<file path="src/rtl/pipe_hazard_sequencer_if.sv">
`default_nettype none
// ============================================================================
// Module   : pipe_hazard_if
// Brief    : Control bundle between the pipeline datapath and its hazard sequencer.
// Revision : 1.0  initial release
// ============================================================================
interface pipe_hazard_if #(
  parameter int NREGS = 16,
  parameter int CNT_W = 16
);
  logic             start;
  logic [15:0]      id_instr;
  logic             id_valid;
  logic             ex_branch_taken;
  logic             wb_we;
  logic [3:0]       wb_rd;
  logic             pc_en;
  logic             if_id_en;
  logic             if_id_flush;
  logic             id_ex_bubble;
  logic             issue;
  logic             halted;
  logic [2:0]       state;
  logic [CNT_W-1:0] stall_cnt;
  logic [NREGS-1:0] pending;

  // datapath side
  modport master (
    output start, id_instr, id_valid, ex_branch_taken, wb_we, wb_rd,
    input  pc_en, if_id_en, if_id_flush, id_ex_bubble, issue, halted,
           state, stall_cnt, pending
  );

  // sequencer side
  modport slave (
    input  start, id_instr, id_valid, ex_branch_taken, wb_we, wb_rd,
    output pc_en, if_id_en, if_id_flush, id_ex_bubble, issue, halted,
           state, stall_cnt, pending
  );
endinterface
`default_nettype wire

</file>
<file path="src/rtl/pipe_hazard_sequencer.sv">
`default_nettype none
// ============================================================================
// Module   : pipe_hazard_sequencer
// Brief    : Stall/flush/drain control with register scoreboard for the 5-stage
//            pipeline. Define PIPE_FORWARD_EN for load-use-only hazard detection.
// Revision : 1.0  initial release
// ============================================================================
module pipe_hazard_sequencer #(
  parameter int NREGS = 16,
  parameter int CNT_W = 16
) (
  input  logic       clock,
  input  logic       reset,
  pipe_hazard_if.slave bus
);

  typedef enum logic [2:0] {
    S_IDLE  = 3'd0,
    S_RUN   = 3'd1,
    S_STALL = 3'd2,
    S_DRAIN = 3'd3,
    S_HALT  = 3'd4
  } state_t;

  localparam logic [NREGS-1:0] c_reg_one = {{(NREGS-1){1'b0}}, 1'b1};
  localparam logic [CNT_W-1:0] c_cnt_one = {{(CNT_W-1){1'b0}}, 1'b1};

  state_t           r_state;
  logic [NREGS-1:0] r_pending;
  logic [CNT_W-1:0] r_stall_cnt;
  logic             r_ld_rd_v;
`ifdef PIPE_FORWARD_EN
  logic [3:0]       r_ld_rd;
`endif

  logic [3:0] w_op, w_rd, w_rs1, w_rs2;
  logic       w_real, w_halt_instr, w_jal, w_is_lw;
  logic       w_writer, w_use_rs1, w_use_rs2;
  logic       w_hz1, w_hz2, w_hazard;
  logic       w_pc_en, w_if_id_en, w_if_id_flush, w_id_ex_bubble, w_issue;
  state_t     w_state_nx;
  logic [NREGS-1:0] w_set, w_clr;

  assign w_op  = bus.id_instr[3:0];
  assign w_rd  = bus.id_instr[7:4];
  assign w_rs1 = bus.id_instr[11:8];
  assign w_rs2 = bus.id_instr[15:12];

  // 16'h0001 is the bubble encoding the datapath injects
  assign w_real       = bus.id_valid && (bus.id_instr != 16'h0001);
  assign w_halt_instr = bus.id_valid && (bus.id_instr == 16'hFFFF);
  assign w_jal        = w_real && (w_op == 4'd5);
  assign w_is_lw      = w_real && (w_op == 4'd6);

  always_comb begin
    w_writer  = 1'b0;
    w_use_rs1 = 1'b0;
    w_use_rs2 = 1'b0;
    case (w_op)
      4'd0, 4'd5:             w_writer = 1'b1;
      4'd1, 4'd7, 4'd9: begin
        w_writer  = 1'b1;
        w_use_rs1 = 1'b1;
        w_use_rs2 = 1'b1;
      end
      4'd2, 4'd6: begin
        w_writer  = 1'b1;
        w_use_rs1 = 1'b1;
      end
      4'd3, 4'd4, 4'd8: begin
        w_use_rs1 = 1'b1;
        w_use_rs2 = 1'b1;
      end
      default: ;
    endcase
  end

`ifdef PIPE_FORWARD_EN
  assign w_hz1 = w_use_rs1 && (w_rs1 != 4'd0) && r_ld_rd_v && (w_rs1 == r_ld_rd);
  assign w_hz2 = w_use_rs2 && (w_rs2 != 4'd0) && r_ld_rd_v && (w_rs2 == r_ld_rd);
`else
  // registered pending only: a same-cycle write-back lands in the reg file at the edge
  assign w_hz1 = w_use_rs1 && (w_rs1 != 4'd0) && r_pending[w_rs1];
  assign w_hz2 = w_use_rs2 && (w_rs2 != 4'd0) && r_pending[w_rs2];
`endif
  assign w_hazard = w_real && (w_hz1 || w_hz2);

  always_comb begin
    w_pc_en        = 1'b0;
    w_if_id_en     = 1'b0;
    w_if_id_flush  = 1'b0;
    w_id_ex_bubble = 1'b1;
    w_issue        = 1'b0;
    w_state_nx     = r_state;
    case (r_state)
      S_IDLE: begin
        if (bus.start) w_state_nx = S_RUN;
      end
      S_RUN, S_STALL: begin
        if (bus.ex_branch_taken) begin
          w_pc_en       = 1'b1;
          w_if_id_en    = 1'b1;
          w_if_id_flush = 1'b1;
          w_state_nx    = S_RUN;
        end else if (w_hazard) begin
          w_state_nx = S_STALL;
        end else if (w_halt_instr) begin
          w_state_nx = S_DRAIN;
        end else begin
          w_pc_en        = 1'b1;
          w_if_id_en     = 1'b1;
          w_id_ex_bubble = 1'b0;
          w_issue        = 1'b1;
          w_if_id_flush  = w_jal;
          w_state_nx     = S_RUN;
        end
      end
      S_DRAIN: begin
        if ((r_pending == '0) && !r_ld_rd_v) w_state_nx = S_HALT;
      end
      S_HALT:  w_state_nx = S_HALT;
      default: w_state_nx = S_IDLE;
    endcase
  end

  assign w_set = (w_issue && w_real && w_writer && (w_rd != 4'd0)) ? (c_reg_one << w_rd) : '0;
  assign w_clr = bus.wb_we ? (c_reg_one << bus.wb_rd) : '0;

  always_ff @(posedge clock or posedge reset) begin
    if (reset) begin
      r_state     <= S_IDLE;
      r_pending   <= '0;
      r_stall_cnt <= '0;
      r_ld_rd_v   <= 1'b0;
`ifdef PIPE_FORWARD_EN
      r_ld_rd     <= 4'd0;
`endif
    end else begin
      r_state   <= w_state_nx;
      r_pending <= (r_pending & ~w_clr) | w_set;
      if ((r_state == S_STALL) && (r_stall_cnt != '1))
        r_stall_cnt <= r_stall_cnt + c_cnt_one;
      r_ld_rd_v <= w_issue && w_is_lw && (w_rd != 4'd0);
`ifdef PIPE_FORWARD_EN
      if (w_issue && w_is_lw) r_ld_rd <= w_rd;
`endif
    end
  end

  assign bus.pc_en        = w_pc_en;
  assign bus.if_id_en     = w_if_id_en;
  assign bus.if_id_flush  = w_if_id_flush;
  assign bus.id_ex_bubble = w_id_ex_bubble;
  assign bus.issue        = w_issue;
  assign bus.halted       = (r_state == S_HALT);
  assign bus.state        = r_state;
  assign bus.stall_cnt    = r_stall_cnt;
  assign bus.pending      = r_pending;

endmodule
`default_nettype wire

</file>
<file path="src/flat_wrapper.sv">
// flat-port wrapper written by rule: the top's interface ports become plain ports
module pipe_hazard_sequencer_flat 
#(
  parameter int NREGS = 16,
  parameter int CNT_W = 16
)
  (clock, reset, bus_start, bus_id_instr, bus_id_valid, bus_ex_branch_taken, bus_wb_we, bus_wb_rd, bus_pc_en, bus_if_id_en, bus_if_id_flush, bus_id_ex_bubble, bus_issue, bus_halted, bus_state, bus_stall_cnt, bus_pending);
  pipe_hazard_if #(.NREGS(NREGS), .CNT_W(CNT_W)) bus_i ();
  input  logic clock;
  input  logic reset;
  input wire logic [$bits(bus_i.start)-1:0] bus_start;
  input wire logic [$bits(bus_i.id_instr)-1:0] bus_id_instr;
  input wire logic [$bits(bus_i.id_valid)-1:0] bus_id_valid;
  input wire logic [$bits(bus_i.ex_branch_taken)-1:0] bus_ex_branch_taken;
  input wire logic [$bits(bus_i.wb_we)-1:0] bus_wb_we;
  input wire logic [$bits(bus_i.wb_rd)-1:0] bus_wb_rd;
  output wire logic [$bits(bus_i.pc_en)-1:0] bus_pc_en;
  output wire logic [$bits(bus_i.if_id_en)-1:0] bus_if_id_en;
  output wire logic [$bits(bus_i.if_id_flush)-1:0] bus_if_id_flush;
  output wire logic [$bits(bus_i.id_ex_bubble)-1:0] bus_id_ex_bubble;
  output wire logic [$bits(bus_i.issue)-1:0] bus_issue;
  output wire logic [$bits(bus_i.halted)-1:0] bus_halted;
  output wire logic [$bits(bus_i.state)-1:0] bus_state;
  output wire logic [$bits(bus_i.stall_cnt)-1:0] bus_stall_cnt;
  output wire logic [$bits(bus_i.pending)-1:0] bus_pending;
  assign bus_i.start = bus_start;
  assign bus_i.id_instr = bus_id_instr;
  assign bus_i.id_valid = bus_id_valid;
  assign bus_i.ex_branch_taken = bus_ex_branch_taken;
  assign bus_i.wb_we = bus_wb_we;
  assign bus_i.wb_rd = bus_wb_rd;
  assign bus_pc_en = bus_i.pc_en;
  assign bus_if_id_en = bus_i.if_id_en;
  assign bus_if_id_flush = bus_i.if_id_flush;
  assign bus_id_ex_bubble = bus_i.id_ex_bubble;
  assign bus_issue = bus_i.issue;
  assign bus_halted = bus_i.halted;
  assign bus_state = bus_i.state;
  assign bus_stall_cnt = bus_i.stall_cnt;
  assign bus_pending = bus_i.pending;
  pipe_hazard_sequencer #(.NREGS(NREGS), .CNT_W(CNT_W)) u_core (.clock(clock), .reset(reset), .bus(bus_i));
endmodule
</file>
<file path="config.mk">
export PLATFORM = sky130hd
export DESIGN_NAME = pipe_hazard_sequencer_flat
export DESIGN_NICKNAME = d
export VERILOG_FILES = /design/src/rtl/pipe_hazard_sequencer_if.sv /design/src/rtl/pipe_hazard_sequencer.sv /design/src/flat_wrapper.sv
export SDC_FILE = /design/constraint.sdc
export NUM_CORES = 1
export LEC_CHECK = 0
export BUFFER_PORTS_ARGS = -buffer_cell sky130_fd_sc_hd__clkbuf_2
export CORE_MARGIN = 4
export CORE_UTILIZATION = 52
export CTS_CLUSTER_DIAMETER = 40
export DETAILED_ROUTE_END_ITERATION = 10
export PLACE_DENSITY = 0.89
export REMOVE_ABC_BUFFERS = 1
export SLEW_MARGIN = 20
export SYNTH_ARGS = -nofsm -noshare
export SYNTH_HDL_FRONTEND = slang
export SYNTH_SLANG_ARGS = --single-unit
</file>
<file path="constraint.sdc">
create_clock -name clock -period 3 [get_ports clock]
set_clock_uncertainty 0.15 [all_clocks]
set_input_delay 0.6 -clock clock [delete_from_list [all_inputs] [get_ports clock]]
set_output_delay 0.6 -clock clock [all_outputs]
set_load 0.005 [all_outputs]
</file>
==> results of run 1 <==
## cell families after synthesis
kind of cell               count (synthesis)  share of synthesized area, %
xor gates and xnor gates                  14                          5.31
muxes                                     15                          6.88
DFF                                       36                          39.0
and+or+nand+nor                          116                          28.1
buffers and inverters                     13                          2.93
AOI/OAI and AO/OA                         61                          17.2
adders and majority gates                  1                         0.542
## cell usage after synthesis, types with 2 or more instances
cell / instances
sky130_fd_sc_hd__mux2i_1: 11
sky130_fd_sc_hd__o21ai_0: 18
sky130_fd_sc_hd__buf_2: 6
sky130_fd_sc_hd__clkbuf_1: 2
sky130_fd_sc_hd__and4_1: 3
sky130_fd_sc_hd__and3_1: 5
sky130_fd_sc_hd__o21ai_1: 15
sky130_fd_sc_hd__a21oi_1: 5
sky130_fd_sc_hd__nand4_1: 23
sky130_fd_sc_hd__inv_1: 3
sky130_fd_sc_hd__nand2_1: 15
sky130_fd_sc_hd__nor3_1: 6
sky130_fd_sc_hd__nor3b_1: 5
sky130_fd_sc_hd__nand2b_1: 4
sky130_fd_sc_hd__mux2_1: 2
sky130_fd_sc_hd__nor4_1: 5
sky130_fd_sc_hd__dfrtp_1: 36
sky130_fd_sc_hd__xor2_1: 4
sky130_fd_sc_hd__nand3b_1: 2
sky130_fd_sc_hd__a21o_1: 3
sky130_fd_sc_hd__a31oi_1: 4
sky130_fd_sc_hd__nand3_1: 9
sky130_fd_sc_hd__nor2b_1: 7
sky130_fd_sc_hd__and2_1: 5
sky130_fd_sc_hd__nor2_1: 21
sky130_fd_sc_hd__xnor2_1: 10
## critical path, delay by kind of cell
family,cells,cell delay (ns)
mux,1,0.35
buf+inv,2,0.29
compound gates,5,0.87
## state kept, by name (all words and copies together), names as in the netlist
name	count
u_core.bus.pending	16
u_core.bus.stall_cnt	16
u_core.bus.state	3
u_core.r_ld_rd_v	1
## power by group through the flow
| stage | logic (uW) | registers [uW] | clock network [uW] |
|---|---|---|---|
| after floorplan | 254 | 611 | 0 |
| after global placement | 429 | 627 | 0 |
| after CTS | 443 | 620 | 362 |
| after global routing | 499 | 632 | 382 |
| final | 445 | 622 | 352 |
| after detailed placement | 441 | 629 | 0 |
## cell usage in the layout, fill, tap and decap left out, types with 7 or more instances in the layout
| cell | instances |
|---|---|
| sky130_fd_sc_hd__clkbuf_2 | 66 |
| sky130_fd_sc_hd__dfrtp_1 | 36 |
| sky130_fd_sc_hd__nand4_1 | 23 |
| sky130_fd_sc_hd__nor2_1 | 21 |
| sky130_fd_sc_hd__o21ai_0 | 18 |
| sky130_fd_sc_hd__nand2_1 | 15 |
| sky130_fd_sc_hd__o21ai_1 | 15 |
| sky130_fd_sc_hd__mux2i_1 | 11 |
| sky130_fd_sc_hd__xnor2_1 | 10 |
| sky130_fd_sc_hd__nand3_1 | 9 |
| sky130_fd_sc_hd__nor2b_1 | 7 |
## what timing repair did
item / CTS / global route
buffers inserted: 0 / 0
gates resized for setup: 0 / 1
endpoints found under the setup margin: 0 / 2
endpoints found under the hold margin: 0 / 0
## layer usage
metal / vias to the layer above / share of wire (%) / track usage [%]
met2: 127 / 47 / 36.7
met3: 18 / 8.6 / 4.67
met4: 0 / 2.3 / 9.49
li1: 1108 / - / -
met1: 1093 / 42 / 31.0
met5: - / 0 / 0
## final cells by class
class	instances	area [um2]	area share, %
flip-flops and latches	36	901	32.3
clock inverters	2	10.0	0.359
well taps	50	62.6	2.25
multi-input cells	207	1340	48.2
clock buffers	6	82.6	2.96
repair buffers	72	375	13.5
inverters	3	11.3	0.404
## worst max path at each step
stage                                start                to  slack [ns]  depth (start not counted)
after floorplan            bus_id_instr[0]      bus_if_id_en        0.29                          5
after global placement    bus_id_instr[13]         bus_pc_en        0.20                          8
after detailed placement  bus_id_instr[13]      bus_if_id_en        0.12                          8
after CTS                 bus_id_instr[13]      bus_if_id_en        0.11                          8
after global routing      bus_id_instr[13]      bus_if_id_en        0.03                          8
final                     bus_id_instr[13]  bus_id_ex_bubble        0.14                          8
## stage by stage
stage	utilization [%]	cell area (um2)	hold slack (ns)	std cells	total power [uW]
6_report	67.2	2790	0.230	376	1420
5_1_grt	67.2	2790	0.288	376	1510
4_1_cts	67.1	2780	0.256	376	1420
3_5_place_dp	64.9	2690	0.338	368	1070
3_3_place_gp	64.9	2690	0.325	368	1060
2_1_floorplan	-	2250	0.331	246	865
==> reports/results.txt, run 1 <==
Status: finished clean
Num Clock Sinks: 36
Number of filler cells placed in the layout: 341
Grt total ovfl: 0
Sequence of cells on the critical path: clkbuf_2 > mux2_1 > a21oi_1 > a31o_1 > a211oi_1 > a211o_1 > a21o_1 > clkbuf_2
Average via count per standard cell: 6.24
Fraction of synthesis flops using an asynchronous set or reset pin: 100%
Count of max-cap constraint violations: 0
Hold-fix buffer count after cts: 0
Remaining antenna violation count after routing: 0
Cell area power density: 509 nW/um2
Post-Synthesis Mean Instance Area: 9.02 um2
Sequential-to-total area share from yosys stat: 39.0%
Endpoint class of the critical path: output pin
Worst-case vdd ir drop: 409 uV
Clock latency on the worst-skew pair: 0.29 ns
Period utilization: 95.5%
Detailed-route via count: 2346
Number of antenna violations at the first check in global routing: 0
Relative slew margins: 45.7%
Fmax: 0.349 GHz
Hold crit path type: primary input to asynchronous set/reset pin
Last weighted congestion value of the routability-driven placer: 0.979
Clock tree root buffer cell: sky130_fd_sc_hd__clkbuf_8
Overall Global Routing Usage: 23.1%
Register-to-Register Setup Slack: 0.76 ns
Die ar.: 5570 um2
Y dimension of the die: 74.6 um
Routed length per instance: 16.4 um
Most prevalent standard cell on the critical path: sky130_fd_sc_hd__clkbuf_2
Maximum fanout along the worst path: 7
Final setup TNS: 0 ns
Final hold violation count: 0
Final period demand of the worst path: 2.86 ns
Master of the slowest instance on the critical path: sky130_fd_sc_hd__mux2_1
Switching part of the total power: 34.9%
Setup slack at placement: 0.124 ns
Switching component of the power: 495 uW
Internal power: 924 uW
Synth top area cells: sky130_fd_sc_hd__dfrtp_1, sky130_fd_sc_hd__nand4_1, sky130_fd_sc_hd__mux2i_1
Proportion of power drawn by flip-flops and latches: 43.8%
Post-detailed-routing wire length: 6160 um
Yosys reg bits: 36
Max H-tree Level: 2
Area fraction of the dominant cell type after synthesis: 39.0%
First-pass GRT wire length: 9980 um
Die W: 74.6 um
Number of rows created at floorplan: 23
Combinational share of power: 31.4%
Worst endpoint data arrival time: 2.11 ns
DRT iter0 DRCs: 171
RSZ-0062 raised after global routing: false
Crit path kind: primary input to output pin
Primary flip-flop cell chosen by synthesis mapping: sky130_fd_sc_hd__dfrtp_1
Count of boundary I/O pins: 67
Fraction of layout cells with a size suffix above 1: 27.9%
Count of distinct cell types in the synthesized netlist: 53
Number of enable-type register cells in the synthesized netlist: 0
Synth Instances: 256
Port Buffers: 66
Number of cells on the worst reg-to-reg path: 7
Worst reg2reg path startpoint: u_core.bus.pending[1]
Initial cell density of the core: 55.7%
Mapped cell area: 2310 um2
Largest net degree at the start of global routing: 20
Pre-antenna DRT Iters: 5
Transition time at the pin with the least slew margin: 0.815 ns
Critical Path Source Type: primary input
Synth-to-layout area growth: 20.7%
Total CTS buffers: 5
TritonCTS clock tree: built
Worst r2r dst: u_core.r_ld_rd_v
Leading area contributor after synthesis: sky130_fd_sc_hd__dfrtp_1
YS warnings: 0
Delay contributed by the slowest stage of the critical path: 0.35 ns
Final Worst Setup Slack: 0.136 ns
Final HPWL DP: 4790 um
Leakage dissipation: 0.00133 uW
Vias in the first global route: 2155
Critical path data required time: 2.25 ns
DRC Markers: 0
Clock network fraction of design power: 24.8%
Number of endpoints failing setup at the final stage: 0
Core box area: 4140 um2
Diode count: 0
Final max-slew violation count: 0
Net total in the final layout: 352
Buffers from clock root to sink, at most: 2
Clock slew at reported path FFs: 0.07 ns
Power figures use the tool's default switching activity.
==> inputs of run 2 (changes only) <==
--- a/config.mk
+++ b/config.mk
@@ -10,7 +10,7 @@
 export CORE_UTILIZATION = 52
 export CTS_CLUSTER_DIAMETER = 40
 export DETAILED_ROUTE_END_ITERATION = 10
-export PLACE_DENSITY = 0.89
+export PLACE_DENSITY = 0.83
 export REMOVE_ABC_BUFFERS = 1
 export SLEW_MARGIN = 20
 export SYNTH_ARGS = -nofsm -noshare
==> reports/results.txt, run 2 (synthesis gave the netlist of run 1 again) <==
Number of antenna violations at the first check in global routing: 0
Count of boundary I/O pins: 67
Remaining antenna violation count after routing: 0
Clock tree root buffer cell: sky130_fd_sc_hd__clkbuf_8
Setup slack at placement: 0.148 ns
Most frequent cells in the layout: sky130_fd_sc_hd__clkbuf_2, sky130_fd_sc_hd__dfrtp_1, sky130_fd_sc_hd__nand4_1, sky130_fd_sc_hd__nor2_1, sky130_fd_sc_hd__o21ai_0
Hold-fix buffer count after cts: 0
Buffers from clock root to sink, at most: 2
Count of cells resized by post-cts repair: 0
Detailed-route via count: 2320
Port Buffers: 66
DRC Markers: 0
DRT iter0 DRCs: 131
Total CTS buffers: 5
Number of endpoints failing setup at the final stage: 0
First-pass GRT wire length: 9400 um
Period utilization: 95.5%
Fmax: 0.349 GHz
Worst endpoint data arrival time: 2.12 ns
Grt total ovfl: 0
Vias in the first global route: 2024
Leakage dissipation: 0.00132 uW
Worst reg2reg path startpoint: u_core.bus.pending[3]
Pre-antenna DRT Iters: 7
Final HPWL DP: 4610 um
Worst-case vdd ir drop: 349 uV
Transition time at the pin with the least slew margin: 0.803 ns
Average via count per standard cell: 6.19
Hold crit path type: primary input to asynchronous set/reset pin
Crit path kind: primary input to output pin
TritonCTS clock tree: built
Routed length per instance: 16.1 um
Number of filler cells placed in the layout: 370
Number of rows created at floorplan: 23
Largest net degree at the start of global routing: 37
Die W: 74.6 um
Clock latency on the worst-skew pair: 0.29 ns
Final Worst Setup Slack: 0.134 ns
Most prevalent standard cell on the critical path: sky130_fd_sc_hd__clkbuf_2
Clock slew at reported path FFs: 0.07 ns
Post-detailed-routing wire length: 6050 um
Core box area: 4140 um2
Num Clock Sinks: 36
Final hold violation count: 0
Most frequent standard cell in the layout excluding fill and tap cells: sky130_fd_sc_hd__clkbuf_2
Overall Global Routing Usage: 22.2%
Diode count: 0
Critical Path Source Type: primary input
Critical path data required time: 2.25 ns
Synth-to-layout area growth: 21.0%
Number of cells on the worst reg-to-reg path: 7
Initial cell density of the core: 55.7%
Count of max-cap constraint violations: 0
Delay contributed by the slowest stage of the critical path: 0.36 ns
Die ar.: 5570 um2
Worst r2r dst: u_core.r_ld_rd_v
Relative slew margins: 46.5%
Post-route total power: 1480 uW
Net total in the final layout: 351
Final max-slew violation count: 0
Y dimension of the die: 74.6 um
Sequence of cells on the critical path: clkbuf_2 > nor2_1 > nor3_1 > o32a_1 > a211o_1 > a21oi_1 > clkbuf_2
Final setup TNS: 0 ns
Master of the slowest instance on the critical path: sky130_fd_sc_hd__o32a_1
Max H-tree Level: 2
RSZ-0062 raised after global routing: false
Endpoint class of the critical path: output pin
Fraction of layout cells with a size suffix above 1: 27.4%
Status: finished clean
Final period demand of the worst path: 2.87 ns
Cell area power density: 530 nW/um2
Count of buffers added by post-CTS timing repair for setup: 0
Maximum fanout along the worst path: 6
Register-to-Register Setup Slack: 0.78 ns
Last weighted congestion value of the routability-driven placer: 0.905
## run 2: routing by layer
| metal | track usage, % | part of all wire, % | vias to the layer above |
|---|---|---|---|
| met2 | 35.4 | 48 | 97 |
| met5 | 0 | 0 | - |
| li1 | - | - | 1103 |
| met4 | 5.53 | 1.1 | 0 |
| met1 | 30.7 | 43 | 1111 |
| met3 | 5.47 | 7.7 | 9 |
## run 2: layout make-up
type | count | area (um2) | area share [%]
Tap cell | 50 | 62.6 | 2.24
Sequential cell | 36 | 901 | 32.2
Timing Repair Buffer | 71 | 368 | 13.2
Clock inverter | 3 | 42.5 | 1.52
Inverter | 3 | 11.3 | 0.403
Multi-Input combinational cell | 207 | 1340 | 48.0
Clock buffer | 5 | 68.8 | 2.46
## run 2: report_power, final
part | switching, uW | total, uW | internal [uW]
Combinational | 235 | 435 | 200
Sequential | 82.4 | 621 | 539
Clock | 179 | 425 | 246
## run 2: metrics by stage
stage / cell area, um2 / hold WS (ns) / utilization [%] / instances
6_report: 2790 / 0.218 / 67.4 / 375
5_1_grt: 2790 / 0.258 / 67.4 / 375
4_1_cts: 2790 / 0.233 / 67.4 / 375
3_5_place_dp: 2680 / 0.334 / 64.7 / 367
3_3_place_gp: 2680 / 0.330 / 64.7 / 367
2_1_floorplan: 2250 / 0.331 / - / 246
## run 2: worst max-delay path: cells and delay by family
family	cells	cell delay (ns)
and+or+nand+nor	2	0.33
buffers and inverters	2	0.28
AOI/OAI and AO/OA	3	0.89
## run 2: worst max-delay path by stage
stage	start	endpoint	slack, ns	cells after the start
final	bus_id_instr[3]	bus_if_id_en	0.13	7
after global routing	bus_id_instr[8]	bus_pc_en	0.007	7
after CTS	bus_id_instr[8]	bus_if_id_en	0.14	7
after detailed placement	bus_id_instr[9]	bus_if_id_en	0.15	8
after global placement	bus_id_instr[9]	bus_if_id_en	0.22	8
after floorplan	bus_id_instr[0]	bus_if_id_en	0.29	5
==> inputs of run 3 (changes only) <==
--- a/config.mk
+++ b/config.mk
@@ -10,6 +10,8 @@
 export CORE_UTILIZATION = 52
 export CTS_CLUSTER_DIAMETER = 40
 export DETAILED_ROUTE_END_ITERATION = 10
+export GPL_ROUTABILITY_DRIVEN = 1
+export MAX_ROUTING_LAYER = met4
 export PLACE_DENSITY = 0.83
 export REMOVE_ABC_BUFFERS = 1
 export SLEW_MARGIN = 20
==> constraint.sdc (replaced) <==
create_clock -name clock -period 3 [get_ports clock]
set_clock_uncertainty 0.15 [all_clocks]
set_input_delay 0.6 -clock clock [delete_from_list [all_inputs] [get_ports clock]]
set_output_delay 0.6 -clock clock [all_outputs]
set_load 0.05 [all_outputs]
==> reports/results.txt, run 3 (synthesis gave the netlist of run 1 again) <==
Status: finished clean
Routed length per instance: 16.0 um
Worst-case vdd ir drop: 396 uV
Hold-fix buffer count after cts: 0
TritonCTS clock tree: built
Sequence of cells on the critical path: clkbuf_2 > mux2_1 > nor3b_1 > a311oi_1 > a211o_1 > a21oi_1 > clkbuf_4
Cell area power density: 627 nW/um2
Count of buffers added by post-CTS timing repair for setup: 0
Post-placement cell count: 371
Core box area: 4140 um2
Number of endpoints failing setup at the final stage: 0
Net total in the final layout: 355
Buffers from clock root to sink, at most: 2
Delay contributed by the slowest stage of the critical path: 0.34 ns
Die W: 74.6 um
Pre-antenna DRT Iters: 4
Final period demand of the worst path: 2.90 ns
Final hold slack: 0.223 ns
Relative slew margins: 46.6%
Vias in the first global route: 2143
Total CTS buffers: 5
Critical path data required time: 2.25 ns
Maximum fanout along the worst path: 6
Average via count per standard cell: 6.08
Final standard cell count with taps included and fillers excluded: 379
Final HPWL DP: 4660 um
Initial cell density of the core: 55.7%
Detailed-route via count: 2303
Critical path origin: bus_id_instr[8]
Most frequent cells in the layout: sky130_fd_sc_hd__clkbuf_2, sky130_fd_sc_hd__dfrtp_1, sky130_fd_sc_hd__nand4_1, sky130_fd_sc_hd__nor2_1, sky130_fd_sc_hd__o21ai_0
Fmax: 0.345 GHz
Grt total ovfl: 0
Count of cells resized by post-cts repair: 0
DRC Markers: 0
Worst reg2reg path startpoint: u_core.bus.pending[5]
Endpoint class of the critical path: output pin
Die ar.: 5570 um2
Crit path kind: primary input to output pin
Number of rows created at floorplan: 23
Worst endpoint data arrival time: 2.15 ns
Count of boundary I/O pins: 67
Worst r2r dst: u_core.bus.state[0]
Leakage dissipation: 0.00136 uW
Number of antenna violations at the first check in global routing: 0
Most frequent standard cell in the layout excluding fill and tap cells: sky130_fd_sc_hd__clkbuf_2
Number of cells on the worst reg-to-reg path: 6
Final setup TNS: 0 ns
Fraction of layout cells with a size suffix above 1: 28.3%
Period utilization: 96.7%
Clock slew at reported path FFs: 0.07 ns
Critical Path Source Type: primary input
Clock tree root buffer cell: sky130_fd_sc_hd__clkbuf_8
Crit path max-delay family: compound AO/OA/AOI/OAI gates
RSZ-0062 raised after global routing: true
DRT iter0 DRCs: 144
Final hold violation count: 0
Post-detailed-routing wire length: 6070 um
Buf/Inv on CP: 2
First-pass GRT wire length: 9830 um
Overall Global Routing Usage: 23.5%
Largest net degree at the start of global routing: 37
Transition time at the pin with the least slew margin: 0.801 ns
Num Clock Sinks: 36
Diode count: 0
Clock latency on the worst-skew pair: 0.29 ns
Max H-tree Level: 2
Port Buffers: 66
Remaining antenna violation count after routing: 0
Y dimension of the die: 74.6 um
Hold crit path type: primary input to asynchronous set/reset pin
Synth-to-layout area growth: 24.2%
Master of the slowest instance on the critical path: sky130_fd_sc_hd__mux2_1
Count of max-cap constraint violations: 0
Final max-slew violation count: 0
Register-to-Register Setup Slack: 0.78 ns
Post-route total power: 1800 uW
Last weighted congestion value of the routability-driven placer: 0.895
run 3: changes by cell type in the layout (fill, tap and decap cells not counted), sizes merged:
cell and delta:
clkinvlp -1, buf +4, clkbuf +1
run 3: area by class of cell:
class,count,area (um2)
Fill cell,344,1280
Clock inverter,2,35.0
Multi-Input combinational cell,207,1340
Timing Repair Buffer,75,443
Tap cell,50,62.6
Inverter,3,11.3
Sequential cell,36,901
Clock buffer,6,72.6
run 3: tightest hold or removal path, cell delays in order:
cell and delay (ns):
sky130_fd_sc_hd__clkbuf_2 0.08, sky130_fd_sc_hd__inv_1 0.04, sky130_fd_sc_hd__buf_4 0.38
run 3: worst max-delay path by stage:
stage,depth (start not counted),end,slack (ns)
5_1_grt,7,bus_if_id_en,-0.02
3_3_place_gp,8,bus_if_id_en,0.09
4_1_cts,7,bus_pc_en,0.05
3_5_place_dp,8,bus_pc_en,0.06
2_1_floorplan,6,bus_if_id_en,-0.97
6_report,7,bus_pc_en,0.10
run 3: power by group:
part           internal, uW  switching [uW]
Sequential              539            83.7
Combinational           228             534
Clock                   246             167
Total                  1010             785
run 3: per-layer routing:
| metal | vias up | track usage [%] | wire (um) |
|---|---|---|---|
| li1 | 1113 | - | - |
| met1 | 1079 | 31.6 | 2690 |
| met2 | 98 | 35.6 | 2870 |
| met3 | 13 | 5.47 | 428 |
| met4 | 0 | 7.31 | 82 |
| met5 | - | - | 0 |
run 3: stage by stage:
stage | cell area [um2] | worst slack (ns) | utilization [%]
2_1_floorplan | 2250 | -0.970 | -
3_3_place_gp | 2750 | 0.0861 | 66.4
3_5_place_dp | 2750 | 0.0630 | 66.4
4_1_cts | 2860 | 0.0538 | 69.0
5_1_grt | 2870 | -0.0176 | 69.2
6_report | 2870 | 0.100 | 69.2
